`src/rtl/divider_8b.sv`:
```
// Sequential unsigned restoring divider: 8-bit dividend / 4-bit divisor, one
// quotient bit per cycle MSB first, valid/ready handshakes on both sides.
module divider_8b (
  input  logic       clk,
  input  logic       rst_n,
  input  logic       in_valid,
  output logic       in_ready,
  input  logic [7:0] dividend,
  input  logic [3:0] divisor,
  output logic       out_valid,
  input  logic       out_ready,
  output logic [7:0] quotient,
  output logic [3:0] remainder,
  output logic       div_by_zero
);

  typedef enum logic [1:0] {IDLE, CALC, DONE} state_e;

  state_e     state_q, state_d;
  logic [7:0] dvd_q, dvd_d;
  logic [3:0] dvs_q, dvs_d;
  // Partial remainder is always < divisor after a step, so its 5th bit is
  // only ever live inside the trial value and is not stored.
  logic [3:0] prem_q, prem_d;
  logic [2:0] cnt_q, cnt_d;
  logic [7:0] quot_q, quot_d;
  logic [7:0] q_out_q, q_out_d;
  logic [3:0] r_out_q, r_out_d;
  logic       dbz_q, dbz_d;

  logic [4:0] trial;
  logic       fits;

  always_comb begin
    trial     = {prem_q, dvd_q[cnt_q]};
    fits      = (trial >= {1'b0, dvs_q});
    state_d   = state_q;
    dvd_d     = dvd_q;
    dvs_d     = dvs_q;
    prem_d    = prem_q;
    cnt_d     = cnt_q;
    quot_d    = quot_q;
    q_out_d   = q_out_q;
    r_out_d   = r_out_q;
    dbz_d     = dbz_q;
    in_ready  = 1'b0;
    out_valid = 1'b0;
    case (state_q)
      IDLE: begin
        in_ready = 1'b1;
        if (in_valid) begin
          dvd_d  = dividend;
          dvs_d  = divisor;
          prem_d = 4'd0;
          cnt_d  = 3'd7;
          quot_d = 8'd0;
          if (divisor == 4'd0) begin
            state_d = DONE;
            q_out_d = 8'hFF;
            r_out_d = 4'hF;
            dbz_d   = 1'b1;
          end else begin
            state_d = CALC;
          end
        end
      end
      CALC: begin
        // When the trial fits, trial - divisor < divisor <= 15, so 4 bits suffice.
        prem_d        = fits ? (trial[3:0] - dvs_q) : trial[3:0];
        quot_d[cnt_q] = fits;
        if (cnt_q == 3'd0) begin
          state_d = DONE;
          q_out_d = quot_d;
          r_out_d = prem_d;
          dbz_d   = 1'b0;
        end else begin
          cnt_d = cnt_q - 3'd1;
        end
      end
      DONE: begin
        out_valid = 1'b1;
        if (out_ready) state_d = IDLE;
      end
      default: state_d = IDLE;
    endcase
  end

  always_ff @(posedge clk or negedge rst_n) begin
    if (!rst_n) begin
      state_q <= IDLE;
      dvd_q   <= 8'd0;
      dvs_q   <= 4'd0;
      prem_q  <= 4'd0;
      cnt_q   <= 3'd0;
      quot_q  <= 8'd0;
      q_out_q <= 8'd0;
      r_out_q <= 4'd0;
      dbz_q   <= 1'b0;
    end else begin
      state_q <= state_d;
      dvd_q   <= dvd_d;
      dvs_q   <= dvs_d;
      prem_q  <= prem_d;
      cnt_q   <= cnt_d;
      quot_q  <= quot_d;
      q_out_q <= q_out_d;
      r_out_q <= r_out_d;
      dbz_q   <= dbz_d;
    end
  end

  assign quotient    = q_out_q;
  assign remainder   = r_out_q;
  assign div_by_zero = dbz_q;

endmodule

```
`config.mk`:
```
export PLATFORM = sky130hd
export DESIGN_NAME = divider_8b
export DESIGN_NICKNAME = d
export VERILOG_FILES = /design/src/rtl/divider_8b.sv
export SDC_FILE = /design/constraint.sdc
export NUM_CORES = 1
export LEC_CHECK = 0
export CORE_UTILIZATION = 45
export DETAILED_ROUTE_END_ITERATION = 7
export GPL_ROUTABILITY_DRIVEN = 0
export MAX_ROUTING_LAYER = met4
export PLACE_DENSITY = 0.77
export SYNTH_ARGS = -nofsm -noshare
export SYNTH_HDL_FRONTEND = slang
export SYNTH_SLANG_ARGS = --single-unit
```
`constraint.sdc`:
```
create_clock -name clk -period 3.4 [get_ports clk]
set_input_delay 0.51 -clock clk [delete_from_list [all_inputs] [get_ports clk]]
set_output_delay 0.51 -clock clk [all_outputs]
set_load 0.03 [all_outputs]
```
==> flow_summary.json, run 1 <==
{
  "p_per_area_nw_per_um2": 1110,
  "final_util_pct": 55.4,
  "multi_input_area_um2": 1040,
  "dpl.hpwl_um": 2870,
  "worstSkewPairLatency_ns": 0.30,
  "cts_tree": "done",
  "ys_seq_area_share_pct": 47.3,
  "finalHoldViolCount": 0,
  "post_cts_buffers": 0,
  "path_max_fanout": 12,
  "r2r_cells": 8,
  "yosys.cell_types.count": 49,
  "pre_cts_slack_ns": 0.502,
  "antenna_found_initial": 0,
  "drt_wl_total_um": 4300,
  "start_kind": "register",
  "rsz0062_at_grt": "no",
  "ctsRootBufferMaster": "clkbuf_8",
  "yosysWarningCount": 0,
  "n_antenna_cell": 0,
  "drc_errors": 0,
  "die_w_um": 72.3,
  "ant_nets": 0,
  "timing.fmax_ghz": 0.335,
  "finalPower_uw": 2890,
  "synthCells": 211,
  "cts_num_sinks": 42,
  "relSlewSlack_pct": 37.9,
  "num-nets-final": 259,
  "startpoint": "cnt_q[2]$_DFFE_PN0P_",
  "grt_max_degree": 43,
  "via_per_inst": 5.38,
  "ir_worst_vdd_v": 0.000506,
  "final_common_cell": "dfrtp_1",
  "clkTransAtPathRegs_ns": 0.08,
  "cts_resized": 0,
  "post-route-worst-setup-slack_ns": 0.417,
  "clk_path_buf_depth": 2,
  "dr.pass1.iters": 4,
  "placementRows": 25,
  "pin_count": 31,
  "max_cap_viol_count": 0,
  "min_path_type": "in -> async",
  "finalNonFillerCells": 304,
  "mostFrequentLayoutCells": "42 x dfrtp_1, 29 x clkdlybuf4s50_1, 25 x nand2_1",
  "synth-edff-count": 0,
  "clock_skew_ns": 0.00433,
  "grt_use_total_pct": 19.6,
  "avgSynthCellArea_um2": 10.5,
  "core_um2": 4720,
  "crit_arrival_ns": 3.20,
  "grt_pass1_wl_um": 7480,
  "synth.net_count": 234,
  "timing.rr.start": "cnt_q[2]$_DFFE_PN0P_",
  "postCtsHoldBufs": 0,
  "grt_pass1_vias": 1505,
  "finalCriticalPeriod_ns": 2.98,
  "dpl.cell_count": 296,
  "syn-cell-area_um2": 2220,
  "required_ns": 3.62,
  "critPathKind": "reg -> reg",
  "r2r-end": "prem_q[1]$_DFFE_PN0P_",
  "numCtsBuffers": 5,
  "finalCritPeriodShare_pct": 87.7,
  "crit_end": "prem_q[1]$_DFFE_PN0P_",
  "dieArea_um2": 5230,
  "drive_gt1_share_pct": 13.1,
  "p_leak_uw": 0.00111,
  "status": "completed",
  "drt_iter0_drc": 134,
  "vias": 1635,
  "synth-async-reset-ratio_pct": 100,
  "end_kind": "register",
  "fin_setup_tns_ns": 0,
  "wl_per_cell_um": 14.2,
  "fillers": 415,
  "grt-ovfl-total": 0,
  "initial_core_util_pct": 47.1,
  "areaGrowthSynthToFinish_pct": 17.6,
  "die_h_um": 72.3,
  "setup_violations": 0,
  "r2r_setup_slack_ns": 0.42,
  "ys_seq_elements": 42,
  "register_area_um2": 1050,
  "synth_ff_type": "dfrtp_1",
  "io_buffers": 30,
  "tightest_slew_ns": 0.931,
  "htreeDepth": 2,
  "slew_violations": 0
}
synth_stat cells (all sizes together), types with 5 or more instances:
cell type,instances,share of area [%]
dfrtp,42,47
nand2,25,4.2
nor2,22,3.7
mux2,11,5.9
mux2i,11,5.0
nand3,11,2.5
a21oi,9,2.4
buf,9,3.4
inv,9,1.5
a31oi,8,2.5
o311ai,7,2.8
ha,6,3.4
o22ai,5,2.6
power by group:
group          total (uW)  internal, uW  switching [uW]
clock                 393           220             173
combinational        1580           691             887
sequential            925           730             195
worst min path at each step:
stage | cells after the start | endpoint | slack, ns
after floorplan | 0 | cnt_q[0]$_DFFE_PN0P_ | 0.21
after global placement | 2 | div_by_zero$_DFFE_PN0P_ | 0.48
after detailed placement | 2 | div_by_zero$_DFFE_PN0P_ | 0.49
after CTS | 1 | remainder[3]$_DFFE_PN0P_ | 0.38
after global routing | 1 | quotient[0]$_DFFE_PN0P_ | 0.42
final | 1 | state_q[1]$_DFFE_PN0P_ | 0.35
metrics by stage:
stage	hold slack, ns	instance area (um2)
after floorplan	0.214	2220
after global placement	0.477	2510
after detailed placement	0.487	2510
after CTS	0.381	2620
after global routing	0.417	2620
final	0.347	2620
routing by layer:
metal,up-vias,routed length [um],track usage [%]
met4,0,59,7.63
met5,-,0,-
met3,7,188,5.28
met1,766,2080,27.4
li1,813,-,-
met2,49,1970,27.0
cell families (layout without fill, tap and decap cells):
kind of cell	Yosys count	after routing	share of synthesized area, %
compound gates	46	46	16.3
mux	22	22	10.9
simple gates	71	71	14.9
buf+inv	22	48	6.08
flops	42	42	47.3
fa+ha+maj	7	7	4.28
xor+xnor	1	1	0.394
state kept, by name (all words and copies together), names as in the netlist:
register / count
div_by_zero: 1
quotient: 8
dvd_q: 8
prem_q: 4
remainder: 4
cnt_q: 3
quot_q: 8
dvs_q: 4
state_q: 2
worst max-delay path: stages (launching register included):
cell and delay (ns):
dfrtp_1 0.58, nor2_1 0.15, a2bb2o_1 0.33, a211oi_2 0.28
ha_1 0.30, o2111ai_1 0.28, and4_1 0.49, mux2_4 0.35
o22ai_2 0.13
final cells by class:
type                            count  area share (%)
Multi-Input combinational cell    147            39.7
Clock inverter                      1            1.15
Timing Repair Buffer               31            11.6
Inverter                            9            1.29
Clock buffer                        7            2.92
Tap cell                           67            3.21
Sequential cell                    42            40.2
No activity file was read; power rests on OpenSTA's default activity.
==> run 2: changes to the inputs <==
--- a/config.mk
+++ b/config.mk
@@ -5,6 +5,7 @@
 export SDC_FILE = /design/constraint.sdc
 export NUM_CORES = 1
 export LEC_CHECK = 0
+export CORE_MARGIN = 3
 export CORE_UTILIZATION = 45
 export DETAILED_ROUTE_END_ITERATION = 7
 export GPL_ROUTABILITY_DRIVEN = 0
==> flow_summary.json, run 2 (synthesis results as in run 1) <==
{
  "final_util_pct": 57.3,
  "cp_top_family": "compound AO/OA/AOI/OAI gates",
  "core_um2": 4560,
  "drt_iter0_drc": 107,
  "vias": 1594,
  "min_path_type": "in -> async",
  "cts_num_sinks": 42,
  "dpl-instance-area_um2": 2510,
  "finalPower_uw": 2870,
  "finalNonFillerCells": 302,
  "p_per_area_nw_per_um2": 1100,
  "htreeDepth": 2,
  "p_leak_uw": 0.00112,
  "pin_count": 31,
  "critPathKind": "reg -> reg",
  "cts_resized": 0,
  "grt_use_total_pct": 16.6,
  "cp_num_buf_inv": 0,
  "timing.fmax_ghz": 0.339,
  "dieArea_um2": 5820,
  "finalCritPeriodShare_pct": 86.7,
  "grt-ovfl-total": 0,
  "register_area_um2": 1050,
  "grt_pass1_wl_um": 7610,
  "n_antenna_cell": 0,
  "end_kind": "register",
  "ctsRootBufferMaster": "clkbuf_8",
  "grt-busiest-layer": "met2",
  "path_cells": "nor2_1 > a2bb2o_1 > a211oi_2 > ha_1 > o2111ai_1 > and4_1 > mux2_4 > o22ai_2",
  "relSlewSlack_pct": 39.3,
  "drt_wl_total_um": 4270,
  "dr.pass1.iters": 4,
  "slew_violations": 0,
  "ant_nets": 0,
  "start_kind": "register",
  "finalHoldViolCount": 0,
  "cp_slowest_cell": "dfrtp_1",
  "drive_gt1_share_pct": 13.9,
  "multi_input_area_um2": 1040,
  "finalInstanceArea_um2": 2620,
  "clock_skew_ns": 0.0101,
  "die_h_um": 76.3,
  "initial_core_util_pct": 48.7,
  "mostFrequentLayoutCells": "42 x dfrtp_1, 29 x clkdlybuf4s50_1, 25 x nand2_1",
  "globalRouteMet1Util_pct": 22.1,
  "die_w_um": 76.3,
  "io_buffers": 30,
  "clk_path_buf_depth": 2,
  "finalCriticalPeriod_ns": 2.95,
  "postCtsHoldBufs": 0,
  "fin_setup_tns_ns": 0,
  "use_met2_pct": 23.6,
  "crit_arrival_ns": 3.17,
  "status": "completed",
  "via_per_inst": 5.28,
  "final_common_cell": "dfrtp_1",
  "clkTransAtPathRegs_ns": 0.08,
  "num-nets-final": 259,
  "setup_violations": 0,
  "placementRows": 24,
  "worstSkewPairLatency_ns": 0.30,
  "required_ns": 3.62,
  "ir_worst_vdd_v": 0.000519,
  "rsz0062_at_grt": "no",
  "max_cap_viol_count": 0,
  "fillers": 418,
  "areaGrowthSynthToFinish_pct": 17.6,
  "numCtsBuffers": 5,
  "path_max_fanout": 12,
  "use_met3_pct": 4.73,
  "max_stage_delay_ns": 0.57,
  "post_cts_buffers": 0,
  "tightest_slew_ns": 0.910,
  "grt_pass1_vias": 1602,
  "antenna_found_initial": 0,
  "wl_per_cell_um": 14.1,
  "drc_errors": 0,
  "dpl.cell_count": 294,
  "grt_max_degree": 43,
  "cts_tree": "done",
  "dpl.hpwl_um": 3030
}
==> run 2: changes by cell type in the layout (fill, tap and decap cells not counted) <==
| cell | delta |
|---|---|
| clkbuf_1 | -2 |
| clkinv_2 | +2 |
==> run 2: routing by layer <==
layer	vias up	wire, um
li1	807	-
met1	729	2100
met2	52	1830
met3	6	267
met4	0	67
met5	-	0
==> run 2: final timing paths <==
path                                              start                       to  slack [ns]  cells past startpoint
worst max-delay path               cnt_q[2]$_DFFE_PN0P_    prem_q[1]$_DFFE_PN0P_        0.45                      8
worst min-delay path                              rst_n  div_by_zero$_DFFE_PN0P_        0.33                      1
worst max register to register     cnt_q[2]$_DFFE_PN0P_    prem_q[1]$_DFFE_PN0P_        0.45                      8
worst min register to register  div_by_zero$_DFFE_PN0P_  div_by_zero$_DFFE_PN0P_        0.50                      2
max in group asynchronous                         rst_n     dvd_q[0]$_DFFE_PN0P_        2.50                      1
min in group clk                div_by_zero$_DFFE_PN0P_  div_by_zero$_DFFE_PN0P_        0.50                      2
==> run 2: report_power, final <==
part,leakage (uW),switching (uW),internal (uW)
Sequential,0.000492,197,730
Clock,0.0000579,172,216
Combinational,0.000569,869,688
==> run 2: layout make-up <==
class / instances / share of cell area [%]
Sequential cell: 42 / 40.2
Timing Repair Buffer: 31 / 11.6
Clock inverter: 3 / 1.53
Inverter: 9 / 1.29
Multi-Input combinational cell: 147 / 39.7
Clock buffer: 5 / 2.63
Tap cell: 65 / 3.11
==> run 2: per-stage QoR <==
| stage | worst slack [ns] | hold slack (ns) |
|---|---|---|
| 4_1_cts | 0.434 | 0.359 |
| 5_1_grt | 0.245 | 0.412 |
| 6_report | 0.453 | 0.335 |
| 3_5_place_dp | 0.450 | 0.487 |
| 3_3_place_gp | 0.594 | 0.475 |
| 2_1_floorplan | 0.938 | 0.214 |
